--- config.mk ---
export PLATFORM = sky130hd
export DESIGN_NAME = misty1_sched
export DESIGN_NICKNAME = d
export VERILOG_FILES = /design/src/rtl/misty1_sched.sv
export SDC_FILE = /design/constraint.sdc
export NUM_CORES = 1
export LEC_CHECK = 0
export CORE_AREA = 2 2 283 285
export CTS_CLUSTER_SIZE = 25
export DETAILED_ROUTE_END_ITERATION = 8
export DIE_AREA = 0 0 285 287
export DONT_BUFFER_PORTS = 1
export GPL_TIMING_DRIVEN = 0
export PLACE_DENSITY = 0.32
export SYNTH_ARGS = -nofsm -noshare
export SYNTH_HDL_FRONTEND = slang
export SYNTH_SLANG_ARGS = --single-unit
--- constraint.sdc ---
create_clock -name clk -period 4.49 [get_ports clk]
set_input_delay 1.347 -clock clk [delete_from_list [all_inputs] [get_ports clk]]
set_output_delay 1.347 -clock clk [all_outputs]
set_load 0.01 [all_outputs]
--- src/rtl/misty1_sched.sv ---
// Two-requester round-robin scheduler in front of a MISTY1 round core.
// Skips the key load on a key hit and guards every core wait with a watchdog.
module misty1_sched #(
    parameter logic [7:0] TIMEOUT = 8'd255
) (
    input  logic         clk,
    input  logic         nreset,
    input  logic         req0,
    input  logic         req1,
    input  logic         en_de0,
    input  logic         en_de1,
    input  logic [63:0]  din0,
    input  logic [63:0]  din1,
    input  logic [127:0] kin0,
    input  logic [127:0] kin1,
    output logic         ack0,
    output logic         ack1,
    output logic         done0,
    output logic         done1,
    output logic         err,
    output logic [63:0]  dout,
    output logic         owner,
    output logic         c_key_rdy,
    output logic         c_data_rdy,
    output logic         c_en_de,
    output logic [127:0] c_key_in,
    output logic [63:0]  c_data_in,
    input  logic [63:0]  c_data_out,
    input  logic         c_data_valid,
    input  logic         c_key_valid,
    input  logic         c_busy
);

    typedef enum logic [2:0] {
        S_IDLE     = 3'd0,
        S_KEY_GO   = 3'd1,
        S_KEY_WAIT = 3'd2,
        S_DAT_GO   = 3'd3,
        S_DAT_WAIT = 3'd4,
        S_RESP     = 3'd5
    } state_t;

    state_t        state_q, state_d;
    logic [127:0]  key_q, key_d;
    logic [63:0]   blk_q, blk_d;
    logic [63:0]   dout_q, dout_d;
    logic          ende_q, ende_d;
    logic          owner_q, owner_d;
    logic          last_q, last_d;
    logic          key_loaded_q, key_loaded_d;
    logic          err_flag_q, err_flag_d;
    logic [7:0]    wdog_q, wdog_d;
    logic          run_q;
    logic          done0_q, done1_q, err_q, key_rdy_q, data_rdy_q;
    logic          grant_s, gsel_s;
    logic [127:0]  gkey_s;

    // run_q keeps ack low while reset is applied and for the first cycle after it.
    assign gsel_s  = (req0 && req1) ? ~last_q : req1;
    assign gkey_s  = gsel_s ? kin1 : kin0;
    assign grant_s = run_q && (state_q == S_IDLE) && (req0 || req1);
    assign ack0    = grant_s && !gsel_s;
    assign ack1    = grant_s && gsel_s;

    // Next-state, operand latching and watchdog logic.
    always_comb begin
        state_d      = state_q;
        key_d        = key_q;
        blk_d        = blk_q;
        dout_d       = dout_q;
        ende_d       = ende_q;
        owner_d      = owner_q;
        last_d       = last_q;
        key_loaded_d = key_loaded_q;
        err_flag_d   = err_flag_q;
        wdog_d       = wdog_q;
        case (state_q)
            S_IDLE: begin
                if (grant_s) begin
                    key_d      = gkey_s;
                    blk_d      = gsel_s ? din1 : din0;
                    ende_d     = gsel_s ? en_de1 : en_de0;
                    owner_d    = gsel_s;
                    last_d     = gsel_s;
                    err_flag_d = 1'b0;
                    if (key_loaded_q && (gkey_s == key_q)) begin
                        state_d = S_DAT_GO;
                    end else begin
                        state_d = S_KEY_GO;
                    end
                end else begin
                    state_d = S_IDLE;
                end
            end
            S_KEY_GO: begin
                key_loaded_d = 1'b0;
                state_d      = S_KEY_WAIT;
            end
            S_KEY_WAIT: begin
                // wdog_q == 0 marks the guard cycle: key_valid may still be stale from the last load.
                if ((wdog_q != 8'd0) && c_key_valid && !c_busy) begin
                    key_loaded_d = 1'b1;
                    state_d      = S_DAT_GO;
                end else if (wdog_q == TIMEOUT) begin
                    key_loaded_d = 1'b0;
                    dout_d       = 64'd0;
                    err_flag_d   = 1'b1;
                    state_d      = S_RESP;
                end else begin
                    state_d = S_KEY_WAIT;
                end
            end
            S_DAT_GO: begin
                state_d = S_DAT_WAIT;
            end
            S_DAT_WAIT: begin
                if (c_data_valid) begin
                    dout_d  = c_data_out;
                    state_d = S_RESP;
                end else if (wdog_q == TIMEOUT) begin
                    key_loaded_d = 1'b0;
                    dout_d       = 64'd0;
                    err_flag_d   = 1'b1;
                    state_d      = S_RESP;
                end else begin
                    state_d = S_DAT_WAIT;
                end
            end
            S_RESP: begin
                state_d = S_IDLE;
            end
            default: begin
                state_d = S_IDLE;
            end
        endcase
        if (((state_d == S_KEY_WAIT) || (state_d == S_DAT_WAIT)) && (state_d != state_q)) begin
            wdog_d = 8'd0;
        end else if ((state_q == S_KEY_WAIT) || (state_q == S_DAT_WAIT)) begin
            wdog_d = wdog_q + 8'd1;
        end else begin
            wdog_d = wdog_q;
        end
    end

    // State, datapath and registered output flops.
    always_ff @(posedge clk or negedge nreset) begin
        if (!nreset) begin
            state_q      <= S_IDLE;
            key_q        <= 128'd0;
            blk_q        <= 64'd0;
            dout_q       <= 64'd0;
            ende_q       <= 1'b0;
            owner_q      <= 1'b0;
            last_q       <= 1'b1;
            key_loaded_q <= 1'b0;
            err_flag_q   <= 1'b0;
            wdog_q       <= 8'd0;
            run_q        <= 1'b0;
            done0_q      <= 1'b0;
            done1_q      <= 1'b0;
            err_q        <= 1'b0;
            key_rdy_q    <= 1'b0;
            data_rdy_q   <= 1'b0;
        end else begin
            state_q      <= state_d;
            key_q        <= key_d;
            blk_q        <= blk_d;
            dout_q       <= dout_d;
            ende_q       <= ende_d;
            owner_q      <= owner_d;
            last_q       <= last_d;
            key_loaded_q <= key_loaded_d;
            err_flag_q   <= err_flag_d;
            wdog_q       <= wdog_d;
            run_q        <= 1'b1;
            done0_q      <= (state_d == S_RESP) && !owner_d;
            done1_q      <= (state_d == S_RESP) && owner_d;
            err_q        <= (state_d == S_RESP) && err_flag_d;
            key_rdy_q    <= (state_d == S_KEY_GO);
            data_rdy_q   <= (state_d == S_DAT_GO);
        end
    end

    assign done0      = done0_q;
    assign done1      = done1_q;
    assign err        = err_q;
    assign dout       = dout_q;
    assign owner      = owner_q;
    assign c_key_rdy  = key_rdy_q;
    assign c_data_rdy = data_rdy_q;
    assign c_en_de    = ende_q;
    assign c_key_in   = key_q;
    assign c_data_in  = blk_q;

endmodule

Yosys cells after proc, flatten, opt, wreduce, memory -nomap -nowiden:

Index checks and enable logic that the tools add are counted.

* memories: 0
* logic and storage cells: 86
* RAM bits: 0
* bits of input ports: 457
* output and inout port bits: 265
* bits in latches: 0
* flip-flop bits (word level): 278
* bits in read-only memories: 0

* multiply operators: 0
* reduce and logical (&&, ||, !) cells: 26
* bitwise gates (word level): 1
* equality and inequality tests: 14
* div/mod/pow operators: 0
* add/subtract/negate cells: 1
* order comparisons: 0
* shift-type cells: 0
* multiplexer cells: 28

Operators by type and width (count)
* 64-bit 2-to-1 mux: 4
* 128-bit equality test: 1
* 128-bit 2-to-1 mux: 1
* 64-bit one-hot mux with 2 select lines: 1
* 8-bit 2-to-1 mux: 2
* 3-bit one-hot mux with 5 select lines: 1
* 1-bit 2-to-1 mux: 13
* 3-bit by 2-bit equality test with 1-bit output (second input constant): 4
* 1-bit logical AND: 12
* 3-bit equality test (second input constant): 3
* 3-bit 2-to-1 mux: 3
* 8-bit by 1-bit adder with 8-bit output (second input constant): 1
* 8-bit equality test (second input constant): 1
* 8-bit nonzero test: 1
* 3-bit by 1-bit equality test with 1-bit output (second input constant): 2
* 1-bit one-hot mux with 3 select lines: 2
* 2-bit AND reduction: 3
* 2-bit inequality test (second input constant): 2
* 2-bit nonzero test: 2
* 1-bit logical NOT: 3
* 3-bit logical NOT: 1
* 1-bit logical OR: 3
* 3-bit inequality test: 1
* 3-bit nonzero test: 1
* 2 further kinds: 2

Logic depth before layout (Yosys ltp):

* word-level depth: 12
* depth in mapped cells: 13
* mapped depth without buffers: 10

Least setup slack after synthesis:

OpenSTA, ideal clock, no wires.

* path type: input to output
* start: input req1
* end: output ack0
* required time: 3143 ps
* setup slack: 188 ps
* buffers on the path: 7
* stages: 9
* arrival: 2955 ps
* cells stage by stage: a21boi_2 -> buf_6 -> buf_8 -> buf_4 -> buf_4 -> buf_4 -> clkbuf_1 -> nor2_1 -> clkbuf_1

* cells in the longest elaborated chain, start to end: 4
* elaborated cells on any way between the ends: 6
* those cells by class: mux (1); reduce/logical (5)

Ends and longest elaborated chain
* start: declaration: RTL line 9 `input logic req1,`
* 1-bit logical AND: RTL line 59 `assign gsel_s = (req0 && req1) ? ~last_q : req1;`
* 1-bit 2-to-1 mux: RTL line 59
* 1-bit logical NOT: RTL line 62 `assign ack0 = grant_s && !gsel_s;`
* 1-bit logical AND (*): RTL line 62
* end: declaration: RTL line 16 `output logic ack0,`

Mark *: on every way between the ends. The rest lies on a longest branch, timed or not.

Worst setup path after layout:

* start: input req1
* end: register key_rdy_q (netlist: c_key_rdy)

* cells in the longest elaborated chain, start to end: 9
* elaborated cells on any way between the ends: 11
* those cells by class: eq/ne (2); mux (5); reduce/logical (4)

Ends and longest elaborated chain
* 1-bit logical AND: RTL line 59
* 1-bit 2-to-1 mux: RTL line 59
* 128-bit 2-to-1 mux: RTL line 60 `assign gkey_s = gsel_s ? kin1 : kin0;`
* 128-bit equality test: RTL line 86 `if (key_loaded_q && (gkey_s == key_q)) begin`
* 1-bit logical AND: RTL line 86
* 2-bit 2-to-1 mux: RTL line 86
* 3-bit 2-to-1 mux (*): RTL line 79 `if (grant_s) begin`
* 3-bit one-hot mux with 5 select lines (*): RTL line 77 `case (state_q)`
* 3-bit by 1-bit equality test with 1-bit output (*): RTL line 179 `key_rdy_q <= (state_d == S_KEY_GO);`
* end signal: assignment: RTL line 179
* end: declaration: RTL line 54 `logic done0_q, done1_q, err_q, key_rdy_q, data_rdy_q;`

Marked as above.
A chain may end at the register's enable or synchronous reset.

==> flow_metrics.py <==
metrics = {
    "power": {
        "power.leakage_nw": 7.13,
        "power_density_mw_per_mm2": 755,
        "intPower_mw": 6.84,
        "swShare_pct": 46.0,
        "total_power_mw": 12.7,
        "combPwrFrac_pct": 30.4,
        "power_frac_clock_pct": 24.1,
        "seq_power_share_pct": 45.4,
        "ir_drop_mv": 0.270,
        "switching_power_mw": 5.83,
    },
    "yosys": {
        "yosysWarnings": 0,
        "synth_cell_types": 61,
        "syn_area_per_cell_um2": 9.38,
        "synth_top_cell_by_area": "dfrtp_1",
        "ys_dominant_reg_cell": "dfrtp_1",
        "yosysSeqAreaShare_pct": 49.3,
        "async_flop_share_pct": 100,
        "syn_inst": 1506,
        "synth_fp_nets": 1965,
        "synth_top_area_share_pct": 49.1,
        "synth-seq-cells": 278,
        "syn_area_mm2": 0.0141,
        "synth_area_leaders": "dfrtp_1 (49%), nand2_1 (8.3%), mux2i_1 (5.7%)",
        "synth_edf_count": 0,
    },
    "floorplan": {
        "initial_core_util_pct": 18.0,
        "die-height_um": 287,
        "die_x_um": 285,
        "dieArea_mm2": 0.0818,
        "num_io_pins": 722,
        "core_area_mm2": 0.0786,
        "rows": 103,
    },
    "timing": {
        "rsz0062_at_grt": "false",
        "tightest_slew_ns": 1.21,
        "whs_ns": 0.478,
        "setup_viol": 2,
        "fin_ws_ns": -0.0542,
        "finalHoldViolCount": 0,
        "min_period_ns": 4.54,
        "fmax_mhz": 220,
        "maxSlewHeadroom_pct": 19.6,
        "setup_tns_ns": -0.0746,
        "finalCritPeriodShare_pct": 101,
        "fin_skew_ns": 0.0249,
        "drv_slew": 0,
    },
    "drt": {
        "drc": 0,
        "viasPerCell": 4.92,
        "routed_wl_mm": 86.8,
        "via_count": 12900,
        "final_antenna_net_count": 0,
        "first_iter_violations": 961,
        "post_drt_wl_per_cell_um": 33.0,
        "drt_first_pass_iters": 5,
    },
    "critical_path": {
        "crit_path_start_kind": "primary input",
        "path_buf_inv": 6,
        "crit_arrival_ns": 4.99,
        "crit_path_end_kind": "register",
        "critPathKind": "in -> reg",
        "cp_slowest_stage_delay_ns": 0.43,
        "crit_path_frequent_cell": "buf_4",
        "worst_path_max_delay_cell": "buf_4",
        "path_delay_family": "buffers and inverters",
        "path_max_fanout": 10,
        "required_ns": 4.94,
        "cp_cell_sequence": "a21boi_2, buf_6, buf_8, buf_6, buf_4, buf_4, mux2i_1, o22ai_1, nor4_2, nand4b_1, nor4_2, nand4_1, buf_4, and2_1",
    },
    "clock_network": {
        "clk_pin_slew_worst_paths_ns": 0.05,
        "cts_made_buffers": 39,
        "clock_path_buffers": 3,
        "cts_root_buffer": "clkbuf_16",
        "cts_sinks": 278,
        "cts_tree": "yes",
        "cts-htree-levels": 2,
        "clock_latency_ns": 0.56,
        "cts_hold_buf": 0,
    },
    "placed_design": {
        "place_inst": 2556,
        "gp_congestion": 0.899,
        "dp.final_hpwl_mm": 67.6,
        "numPortBuffers": 0,
    },
    "job": {
        "cap_violations": 0,
    },
    "outcome": {
        "outcome": "finished, violations left",
        "violations": "negative setup slack",
    },
    "grt": {
        "grt_max_degree": 279,
        "antenna_found_initial": 18,
        "grt_usage_pct": 20.4,
        "overflow": 0,
        "grt_pass1_vias": 13200,
        "grt_pass1_wl_mm": 116,
    },
    "layout": {
        "fin_nets": 2005,
        "drive_gt1_share_pct": 5.53,
        "syn_to_final_growth_pct": 18.8,
        "finalNonFillerCells": 2627,
    },
    "min_path": {
        "worstHoldPathType": "in -> async",
    },
}
worst paths after layout:
path / startpoint / slack, ns / to / depth (start not counted)
max: req1 / -0.05 / c_key_rdy$_DFF_PN0_ / 14
min: nreset / 0.48 / c_key_in[106]$_DFFE_PN0P_ / 0
max reg2reg: last_q$_DFFE_PN1P_ / 0.36 / c_key_rdy$_DFF_PN0_ / 14
min reg2reg: last_q$_DFFE_PN1P_ / 0.54 / last_q$_DFFE_PN1P_ / 1
max in group asynchronous: nreset / 3.29 / c_data_in[56]$_DFFE_PN0P_ / 0
min in group clk: last_q$_DFFE_PN1P_ / 0.54 / last_q$_DFFE_PN1P_ / 1
through the flow:
stage | instance area [um2] | util (%) | setup slack [ns]
after floorplan | 14100 | - | 0.188
after global placement | 15400 | 19.6 | -1.83
after detailed placement | 15400 | 19.6 | -1.80
after CTS | 16800 | 21.3 | 0.0124
after global routing | 16800 | 21.3 | 0.0197
final | 16800 | 21.3 | -0.0542
cell families after synthesis:
| family | Yosys count | synth area share, % |
|---|---|---|
| buffers and inverters | 162 | 4.82 |
| and+or+nand+nor | 485 | 14.4 |
| DFF | 278 | 49.3 |
| xor gates and xnor gates | 68 | 4.22 |
| adders and majority gates | 2 | 0.177 |
| muxes | 80 | 5.67 |
| AOI/OAI and AO/OA | 430 | 21.4 |
| other | 1 | 0.0266 |
power by group through the flow:
stage | registers (mW) | logic, mW | clock network, mW
2_1_floorplan | 4.96 | 2.52 | 0
3_3_place_gp | 5.83 | 3.83 | 0
3_5_place_dp | 5.79 | 3.91 | 0
4_1_cts | 5.78 | 3.92 | 3.16
5_1_grt | 5.90 | 4.26 | 3.26
6_report | 5.76 | 3.85 | 3.06
repair_timing:
item | in CTS | in global routing
resized for setup | 27 | 3
pin swaps | 1 | 0
buffers inserted | 1 | 0
setup endpoints to repair | 75 | 4
hold endpoints to repair | 0 | 0
state kept, by name, indices dropped and copies added, names as in the netlist, 3 cells and up:
| register | count |
|---|---|
| c_data_in | 64 |
| c_key_in | 128 |
| wdog_q | 8 |
| state_q | 3 |
| dout | 64 |
synth_stat cells, types with 5 or more instances:
cell / instances
nand2_1: 314
dfrtp_1: 277
o21ai_0: 93
nor2_1: 86
mux2i_1: 80
a22oi_1: 72
clkbuf_1: 71
a22o_1: 68
inv_1: 67
a31oi_1: 52
xor2_1: 38
o22ai_1: 36
xnor2_1: 30
a21oi_1: 20
nand4_1: 15
nand2b_1: 14
o2bb2ai_1: 13
nor4_1: 12
a221oi_1: 11
buf_1: 11
nor2b_1: 9
nor3_1: 8
a2111oi_0: 7
a2bb2oi_1: 7
o2111ai_1: 7
and2_1: 6
buf_4: 6
nand3_1: 6
a21o_1: 5
buf_6: 5
o221ai_1: 5
or4_1: 5
cells in the final DEF (no fill, tap or decap), types with 5 or more instances in the layout:
cell         n
clkbuf_1    78
buf_1       11
o21ai_0     93
clkbuf_16   41
or4_1        5
inv_1       67
a21oi_1     20
xor2_1      38
nand2_1    314
xnor2_1     30
dfrtp_1    277
nor3_1       8
a2111oi_0    7
nor4_1       8
nand3_1      6
mux2i_1     77
a22o_1      68
o221ai_1     5
clkinv_2     7
o2111ai_1    7
o2bb2ai_1   13
and2_1       5
a31oi_1     52
buf_6        5
o22ai_1     36
a21o_1       5
a22oi_1     72
nand4_1     15
nand2b_1    14
a2bb2oi_1    7
nor2_1      85
nor2b_1      9
a221oi_1    10
metal layers:
metal | vias to the layer above | part of all wire, % | wire length, um | track usage, %
met3 | 141 | 9.2 | 7980 | 6.71
li1 | 5470 | - | - | -
met4 | 14 | 3.4 | 2960 | 6.77
met5 | - | 0.11 | 93 | 0
met1 | 6541 | 36 | 31300 | 22.2
met2 | 766 | 51 | 44500 | 37.1
final cells by class:
type	instances	area, um2
clock inverters	13	136
inverters	67	251
flip-flops and latches	278	6960
multi-input cells	1066	6550
plain buffers	93	485
diodes	4	10.0
fillers	8667	61800
repair buffers	1	7.51
clock buffers	55	1070
well taps	1050	1310
Note: power is estimated with default switching activity, not from simulation.
